==> src/rtl/pipe_ctrl_if.sv <==
// Bundle of pipeline-side signals seen by the Y86-64 sequencing controller.
// master = the controller (drives PC and stage controls), slave = the pipeline datapath.
interface pipe_ctrl_if #(
    parameter int CNT_W = 32
);
    logic [3:0]       f_icode;
    logic [63:0]      f_valC;
    logic [63:0]      f_valP;
    logic [1:0]       f_stat;
    logic [3:0]       D_icode;
    logic [3:0]       E_icode;
    logic [3:0]       M_icode;
    logic [3:0]       W_icode;
    logic [3:0]       d_srcA;
    logic [3:0]       d_srcB;
    logic [3:0]       E_dstM;
    logic             e_Cnd;
    logic             M_Cnd;
    logic [63:0]      M_valA;
    logic [63:0]      W_valM;
    logic [1:0]       m_stat;
    logic [1:0]       W_stat;
    logic [63:0]      f_pc;
    logic             F_stall;
    logic             D_stall;
    logic             D_bubble;
    logic             E_bubble;
    logic             M_bubble;
    logic             W_stall;
    logic             set_cc;
    logic             halted;
    logic [CNT_W-1:0] cyc_cnt;
    logic [CNT_W-1:0] ret_cnt;
    logic [CNT_W-1:0] bub_cnt;

    modport master (
        input  f_icode, f_valC, f_valP, f_stat,
        input  D_icode, E_icode, M_icode, W_icode,
        input  d_srcA, d_srcB, E_dstM, e_Cnd, M_Cnd,
        input  M_valA, W_valM, m_stat, W_stat,
        output f_pc, F_stall, D_stall, D_bubble, E_bubble, M_bubble, W_stall,
        output set_cc, halted, cyc_cnt, ret_cnt, bub_cnt
    );

    modport slave (
        output f_icode, f_valC, f_valP, f_stat,
        output D_icode, E_icode, M_icode, W_icode,
        output d_srcA, d_srcB, E_dstM, e_Cnd, M_Cnd,
        output M_valA, W_valM, m_stat, W_stat,
        input  f_pc, F_stall, D_stall, D_bubble, E_bubble, M_bubble, W_stall,
        input  set_cc, halted, cyc_cnt, ret_cnt, bub_cnt
    );
endinterface

==> src/rtl/pipe_ctrl.sv <==
// Y86-64 pipeline sequencer: predicted PC, fetch PC select, stall/bubble controls, run/drain/halt FSM.
// Optional performance counters are built only when PIPE_PERF_EN is defined.
module pipe_ctrl #(
    parameter logic [63:0] RESET_PC = 64'h0,
    parameter int          CNT_W    = 32
) (
    input  logic        clock,
    input  logic        reset,
    pipe_ctrl_if.master bus
);
    localparam logic [3:0] I_HALT   = 4'h0;
    localparam logic [3:0] I_NOP    = 4'h1;
    localparam logic [3:0] I_MRMOVQ = 4'h5;
    localparam logic [3:0] I_JXX    = 4'h7;
    localparam logic [3:0] I_CALL   = 4'h8;
    localparam logic [3:0] I_RET    = 4'h9;
    localparam logic [3:0] I_POPQ   = 4'hB;
    localparam logic [3:0] R_NONE   = 4'hF;

    typedef enum logic [1:0] {
        ST_RUN   = 2'd0,
        ST_DRAIN = 2'd1,
        ST_HALT  = 2'd2
    } state_t;

    state_t      state_reg, state_next;
    logic [63:0] pred_pc_reg, pred_pc_next;
    logic        pred_load;
    logic        lu, rt, mp;
    logic        f_stall, d_stall, d_bubble, e_bubble, m_bubble, w_stall;
    logic        halted_c, set_cc_c;
    logic [63:0] f_pc_c;
    logic [3:0]  stage_icode [3];
    logic [2:0]  in_ret;
    logic        unused_e_cnd;

    genvar gi;

    assign unused_e_cnd = bus.e_Cnd;

    assign stage_icode[0] = bus.D_icode;
    assign stage_icode[1] = bus.E_icode;
    assign stage_icode[2] = bus.M_icode;

    generate
        for (gi = 0; gi < 3; gi++) begin : g_ret
            assign in_ret[gi] = (stage_icode[gi] == I_RET);
        end
    endgenerate

    assign rt = |in_ret;
    assign lu = ((bus.E_icode == I_MRMOVQ) || (bus.E_icode == I_POPQ)) &&
                (bus.E_dstM != R_NONE) &&
                ((bus.E_dstM == bus.d_srcA) || (bus.E_dstM == bus.d_srcB));
    assign mp = (bus.M_icode == I_JXX) && !bus.M_Cnd;

    assign pred_pc_next = ((bus.f_icode == I_JXX) || (bus.f_icode == I_CALL)) ? bus.f_valC
                                                                               : bus.f_valP;

    always_comb begin
        if (mp) begin
            f_pc_c = bus.M_valA;
        end else if (bus.W_icode == I_RET) begin
            f_pc_c = bus.W_valM;
        end else begin
            f_pc_c = pred_pc_reg;
        end
    end

    always_comb begin
        state_next = state_reg;
        f_stall    = lu | rt;
        d_stall    = lu;
        d_bubble   = mp | (rt & !lu);
        e_bubble   = mp | lu;
        m_bubble   = 1'b0;
        w_stall    = 1'b0;
        halted_c   = 1'b0;
        pred_load  = !(lu | rt);
        case (state_reg)
            ST_RUN: begin
                if ((bus.f_stat != 2'b00) && !(mp | rt) && !(lu | rt)) begin
                    state_next = ST_DRAIN;
                end
            end
            ST_DRAIN: begin
                f_stall = 1'b1;
                // A mispredict squashes the faulting fetch, so fetch resumes at the corrected PC.
                pred_load = mp && !(lu | rt);
                if (mp) begin
                    state_next = ST_RUN;
                end
            end
            ST_HALT: begin
                f_stall   = 1'b1;
                d_stall   = 1'b0;
                d_bubble  = 1'b1;
                e_bubble  = 1'b1;
                m_bubble  = 1'b1;
                w_stall   = 1'b1;
                halted_c  = 1'b1;
                pred_load = 1'b0;
            end
            default: begin
                state_next = ST_RUN;
            end
        endcase
        if ((state_reg != ST_HALT) && (bus.W_stat != 2'b00)) begin
            state_next = ST_HALT;
        end
        set_cc_c = !((bus.m_stat != 2'b00) || (bus.W_stat != 2'b00) || (state_reg == ST_HALT));
    end

    always_ff @(posedge clock) begin
        if (reset) begin
            state_reg   <= ST_RUN;
            pred_pc_reg <= RESET_PC;
        end else begin
            state_reg <= state_next;
            if (pred_load) begin
                pred_pc_reg <= pred_pc_next;
            end
        end
    end

    // Outputs are pinned to their idle values while reset is held, whatever the pipeline presents.
    always_comb begin
        bus.f_pc     = RESET_PC;
        bus.F_stall  = 1'b0;
        bus.D_stall  = 1'b0;
        bus.D_bubble = 1'b0;
        bus.E_bubble = 1'b0;
        bus.M_bubble = 1'b0;
        bus.W_stall  = 1'b0;
        bus.set_cc   = 1'b1;
        bus.halted   = 1'b0;
        if (!reset) begin
            bus.f_pc     = f_pc_c;
            bus.F_stall  = f_stall;
            bus.D_stall  = d_stall;
            bus.D_bubble = d_bubble;
            bus.E_bubble = e_bubble;
            bus.M_bubble = m_bubble;
            bus.W_stall  = w_stall;
            bus.set_cc   = set_cc_c;
            bus.halted   = halted_c;
        end
    end

`ifdef PIPE_PERF_EN
    logic [2:0] cnt_inc;

    assign cnt_inc[0] = (state_reg != ST_HALT);
    assign cnt_inc[1] = (bus.W_stat == 2'b00) && (bus.W_icode != I_HALT) &&
                        (bus.W_icode != I_NOP) && !w_stall;
    assign cnt_inc[2] = d_bubble | e_bubble;

    generate
        for (gi = 0; gi < 3; gi++) begin : g_cnt
            logic [CNT_W-1:0] cnt_reg;
            always_ff @(posedge clock) begin
                if (reset) begin
                    cnt_reg <= '0;
                end else if (cnt_inc[gi]) begin
                    cnt_reg <= cnt_reg + CNT_W'(1);
                end
            end
        end
    endgenerate

    assign bus.cyc_cnt = g_cnt[0].cnt_reg;
    assign bus.ret_cnt = g_cnt[1].cnt_reg;
    assign bus.bub_cnt = g_cnt[2].cnt_reg;
`else
    assign bus.cyc_cnt = '0;
    assign bus.ret_cnt = '0;
    assign bus.bub_cnt = '0;
`endif

endmodule

==> src/flat_wrapper.sv <==
// flat-port wrapper written by rule: the top's interface ports become plain ports
module pipe_ctrl_flat 
#(
    parameter logic [63:0] RESET_PC = 64'h0,
    parameter int          CNT_W    = 32
)
  (clock, reset, bus_f_icode, bus_f_valC, bus_f_valP, bus_f_stat, bus_D_icode, bus_E_icode, bus_M_icode, bus_W_icode, bus_d_srcA, bus_d_srcB, bus_E_dstM, bus_e_Cnd, bus_M_Cnd, bus_M_valA, bus_W_valM, bus_m_stat, bus_W_stat, bus_f_pc, bus_F_stall, bus_D_stall, bus_D_bubble, bus_E_bubble, bus_M_bubble, bus_W_stall, bus_set_cc, bus_halted, bus_cyc_cnt, bus_ret_cnt, bus_bub_cnt);
  pipe_ctrl_if #(.CNT_W(CNT_W)) bus_i ();
  input  logic clock;
  input  logic reset;
  input wire logic [$bits(bus_i.f_icode)-1:0] bus_f_icode;
  input wire logic [$bits(bus_i.f_valC)-1:0] bus_f_valC;
  input wire logic [$bits(bus_i.f_valP)-1:0] bus_f_valP;
  input wire logic [$bits(bus_i.f_stat)-1:0] bus_f_stat;
  input wire logic [$bits(bus_i.D_icode)-1:0] bus_D_icode;
  input wire logic [$bits(bus_i.E_icode)-1:0] bus_E_icode;
  input wire logic [$bits(bus_i.M_icode)-1:0] bus_M_icode;
  input wire logic [$bits(bus_i.W_icode)-1:0] bus_W_icode;
  input wire logic [$bits(bus_i.d_srcA)-1:0] bus_d_srcA;
  input wire logic [$bits(bus_i.d_srcB)-1:0] bus_d_srcB;
  input wire logic [$bits(bus_i.E_dstM)-1:0] bus_E_dstM;
  input wire logic [$bits(bus_i.e_Cnd)-1:0] bus_e_Cnd;
  input wire logic [$bits(bus_i.M_Cnd)-1:0] bus_M_Cnd;
  input wire logic [$bits(bus_i.M_valA)-1:0] bus_M_valA;
  input wire logic [$bits(bus_i.W_valM)-1:0] bus_W_valM;
  input wire logic [$bits(bus_i.m_stat)-1:0] bus_m_stat;
  input wire logic [$bits(bus_i.W_stat)-1:0] bus_W_stat;
  output wire logic [$bits(bus_i.f_pc)-1:0] bus_f_pc;
  output wire logic [$bits(bus_i.F_stall)-1:0] bus_F_stall;
  output wire logic [$bits(bus_i.D_stall)-1:0] bus_D_stall;
  output wire logic [$bits(bus_i.D_bubble)-1:0] bus_D_bubble;
  output wire logic [$bits(bus_i.E_bubble)-1:0] bus_E_bubble;
  output wire logic [$bits(bus_i.M_bubble)-1:0] bus_M_bubble;
  output wire logic [$bits(bus_i.W_stall)-1:0] bus_W_stall;
  output wire logic [$bits(bus_i.set_cc)-1:0] bus_set_cc;
  output wire logic [$bits(bus_i.halted)-1:0] bus_halted;
  output wire logic [$bits(bus_i.cyc_cnt)-1:0] bus_cyc_cnt;
  output wire logic [$bits(bus_i.ret_cnt)-1:0] bus_ret_cnt;
  output wire logic [$bits(bus_i.bub_cnt)-1:0] bus_bub_cnt;
  assign bus_i.f_icode = bus_f_icode;
  assign bus_i.f_valC = bus_f_valC;
  assign bus_i.f_valP = bus_f_valP;
  assign bus_i.f_stat = bus_f_stat;
  assign bus_i.D_icode = bus_D_icode;
  assign bus_i.E_icode = bus_E_icode;
  assign bus_i.M_icode = bus_M_icode;
  assign bus_i.W_icode = bus_W_icode;
  assign bus_i.d_srcA = bus_d_srcA;
  assign bus_i.d_srcB = bus_d_srcB;
  assign bus_i.E_dstM = bus_E_dstM;
  assign bus_i.e_Cnd = bus_e_Cnd;
  assign bus_i.M_Cnd = bus_M_Cnd;
  assign bus_i.M_valA = bus_M_valA;
  assign bus_i.W_valM = bus_W_valM;
  assign bus_i.m_stat = bus_m_stat;
  assign bus_i.W_stat = bus_W_stat;
  assign bus_f_pc = bus_i.f_pc;
  assign bus_F_stall = bus_i.F_stall;
  assign bus_D_stall = bus_i.D_stall;
  assign bus_D_bubble = bus_i.D_bubble;
  assign bus_E_bubble = bus_i.E_bubble;
  assign bus_M_bubble = bus_i.M_bubble;
  assign bus_W_stall = bus_i.W_stall;
  assign bus_set_cc = bus_i.set_cc;
  assign bus_halted = bus_i.halted;
  assign bus_cyc_cnt = bus_i.cyc_cnt;
  assign bus_ret_cnt = bus_i.ret_cnt;
  assign bus_bub_cnt = bus_i.bub_cnt;
  pipe_ctrl #(.RESET_PC(RESET_PC), .CNT_W(CNT_W)) u_core (.clock(clock), .reset(reset), .bus(bus_i));
endmodule
==> config.mk <==
export PLATFORM = sky130hd
export DESIGN_NAME = pipe_ctrl_flat
export DESIGN_NICKNAME = d
export VERILOG_FILES = /design/src/rtl/pipe_ctrl_if.sv /design/src/rtl/pipe_ctrl.sv /design/src/flat_wrapper.sv
export SDC_FILE = /design/constraint.sdc
export NUM_CORES = 1
export LEC_CHECK = 0
export ABC_AREA = 1
export BUFFER_PORTS_ARGS = -buffer_cell sky130_fd_sc_hd__buf_4
export CORE_AREA = 4 4 177 179
export CTS_BUF_LIST = sky130_fd_sc_hd__clkbuf_16
export DETAILED_ROUTE_END_ITERATION = 8
export DIE_AREA = 0 0 181 183
export GPL_TIMING_DRIVEN = 0
export PLACE_DENSITY_LB_ADDON = 0.08
export SLEW_MARGIN = 10
export SYNTH_ARGS = -nofsm -noshare
export SYNTH_HDL_FRONTEND = slang
export SYNTH_SLANG_ARGS = --single-unit
==> constraint.sdc <==
create_clock -name clock -period 1.8 [get_ports clock]
set_input_delay 0.27 -clock clock [delete_from_list [all_inputs] [get_ports clock]]
set_output_delay 0.27 -clock clock [all_outputs]
set_load 0.02 [all_outputs]
==> key figures <==
Logic synthesis
  • Top post-synthesis cells by area: dfxtp_1 23%, buf_4 13%, mux2i_1 11%
  • XOR/XNOR Fraction of Synth Area: 0%
  • Sequential fraction of the synthesis area: 22.7%
  • Simple-gate share of the synthesized area: a little over a quarter
  • Synth Area per Inst: 6.30 sq um
  • Async SR Flop Fraction: 0%
  • Most used DFF post-synth: dfxtp_1
  • Post-Syn Area: 5810 sq um
  • Seq cells post-synth: 66
  • Number of synthesized flops with an enable pin: 0
  • Synth Instances: 923
  • Combinational family with the most area after synthesis: simple AND/OR/NAND/NOR gates
  • Distinct cells, synth: 27
  • Fraction of the mapped netlist area in compound gates: between 10% and 20%
  • Post-synthesis mux area share: about 11%
  • Yosys warnings: 0
  • Post-Synth Adder-Cell Area: 0.861%
  • Top cell type's share of synthesized area: between 20% and 30%
  • Yosys top cell by area: dfxtp_1

Setup path
  • FF-to-FF setup slack: 210 ps
  • Kind of critical path: in -> out
  • Critical-path top delay cell: clkbuf_16
  • Crit-path most repeated cell: buf_4
  • CP cell instances: buf_4 -> nor3_4 -> nand3_4 -> clkbuf_16 -> clkbuf_8 -> a21oi_1 -> buf_4
  • Crit end category: output port
  • Crit path launch type: primary input
  • Crit path max fanout: 10
  • Slowest stage delay, CP: about 210 ps
  • CP Data Required Time: between 1500 and 2000 ps
  • WP data arrival: between 1000 and 1500 ps

Clocking
  • CTS HTree Levels: 3
  • # clock sinks: 66
  • Clock Tree Buf Depth: 2
  • TritonCTS clock tree: built
  • Insertion delay to the later sink of the worst-skew pair: around 340 ps
  • Count of hold-fix buffers inserted at cts: 0
  • Clk slew on worst S/H paths: 50 ps
  • Root buf cell: clkbuf_16
  • Number of buffers created by CTS: 9

Layout
  • Most frequent cells in the layout: 469 x buf_4, 163 x nand2_1, 144 x nor2_1, 96 x conb_1, 88 x o21ai_1
  • Max FFs per register: 64
  • Core Util, Final: 35.1%
  • Share of cells above drive strength 1: approximately 44%
  • Commonest non-fill, non-tap cell in the layout: buf_4
  • Area delta synth->final: 78.5%
  • Final nets: between 1,500 and 2,000

Status
  • Status: finished clean

Route
  • Remaining routing DRC violations: 0
  • Number of vias per cell: between 4 and 5
  • Initial DRC Count: 190
  • Drt total wl: approximately 29 mm
  • Wire per inst: 16.3 um
  • DRT Pass-1 Iters: 4
  • Vias: about 7,300
  • Final ANT Viol Nets: 0

Floorplan
  • Core Box Area: ~30,000 sq um
  • Initial Util: about a fifth
  • Die Y: between 150 and 200 um
  • Rows: 63
  • Die ar.: 33,100 sq um
  • Die Width: 181 um
  • Ports: about 470

GRT
  • First-pass GRT wire length: about 43 mm
  • Antenna violations before repair: 0
  • Largest net degree at the start of global routing: 13
  • Total global-route track usage: between 10% and 20%
  • Vias in the first global route: roughly 7,300
  • Final global-route overflow total: 0

Timing
  • Period Utilization, post-route: a little over nine tenths
  • Unrepaired setup endpoints after global routing: yes
  • Worst Skew: approximately 14 ps
  • Final hold violations: 0
  • WHS: approximately 200 ps
  • Max-slew violations: 0
  • Min Tclk post-route: 1750 ps
  • Setup Viol. Count Final: 0
  • Max Fclk: about 570 MHz

Flow run
  • MaxCap Viol Count: 0

Place
  • Final RePlAce weighted congestion: between 0.8 and 0.9
  • Port Buffer Count: approximately 370
  • DPL Wire Length: between 20 and 25 mm

Power and ir drop
  • Power Dens Cells: roughly 700 nW/um^2
  • Maximum VDD drop: ~370 uV
  • Pleak: ~5.7 nW

Min path
  • Hold WC Path Type: in -> reg
-- power breakdown --
group	total (mW)	internal [mW]	leakage (nW)	switching (mW)
Combinational	3.32	1.50	5.04	1.82
Sequential	1.97	1.77	0.550	0.197
Clock	1.95	1.21	0.149	0.738
-- cell type report --
type / count / area (sq um)
fill: 3295 / 19200
multi-input combinational: 758 / 4040
timing repair buffer: 372 / 2830
sequential: 66 / 1320
buffer: 165 / 1260
tap: 390 / 488
clock buffer: 9 / 225
inverter: 28 / 111
clock inverter: 7 / 92.6
antenna: 1 / 2.50
-- per-stage QoR --
stage	total power [mW]	TNS (ps)	instance area (sq um)	setup slack, ps	std cells
4_1_cts	7.19	-1.34	10000	-1.34	1795
2_1_floorplan	3.85	0	6170	86.5	1018
3_5_place_dp	5.16	-81080	9420	-1110	1776
6_report	7.23	0	10400	48.3	1796
3_3_place_gp	5.14	-79310	9420	-1100	1776
5_1_grt	7.72	-210	10400	-31.5	1795
-- routing by layer --
metal,part of all wire [%],track usage (%),routed length (um),vias to the layer above
met3,5.3,2.94,1570,26
met1,41,20.0,12100,3196
met4,1.9,4.65,554,0
met2,52,30.0,15100,247
met5,0,0,0,-
li1,-,-,-,3816
-- synthesized netlist by cell type, types with 2 or more instances --
cell	instances
clkbuf_1	35
o21ai_1	61
nand3_1	73
dfxtp_1	66
o21ai_0	70
a21oi_1	68
nor2_1	145
buf_1	10
buf_2	16
a31oi_1	2
buf_4	98
nand2_1	165
ha_1	4
inv_2	5
inv_1	22
mux2i_1	64
nor3_1	3
buf_6	7
-- cells by family after synthesis --
logic type | count (synthesis)
buf+inv | 194
flops | 66
simple gates | 388
compound gates | 206
mux | 64
fa+ha+maj | 4
other cells | 1
-- worst paths after layout --
path / cells past startpoint / startpoint / end
max: 7 / bus_M_Cnd / bus_f_pc[38]
max reg2reg: 8 / u_core.state_reg[1]$_SDFFE_PP0P_ / u_core.pred_pc_reg[16]$_SDFFE_PP0P_
min: 2 / reset / u_core.state_reg[1]$_SDFFE_PP0P_
min reg2reg: 2 / u_core.pred_pc_reg[38]$_SDFFE_PP0P_ / u_core.pred_pc_reg[38]$_SDFFE_PP0P_
-- critical path, delay by kind of cell --
kind / cells / cell delay, ps
buffers and inverters: 4 / 670
AND/OR/NAND/NOR: 2 / 360
AO/OA/AOI/OAI: 1 / 170
-- what timing repair did --
item                                    in CTS  in global routing
pin swaps                                    1                  5
setup buffers                                3                  0
gates resized for setup                     95                137
cloned                                       1                  0
endpoints found under the setup margin      71                 92
Power figures use the tool's default switching activity.
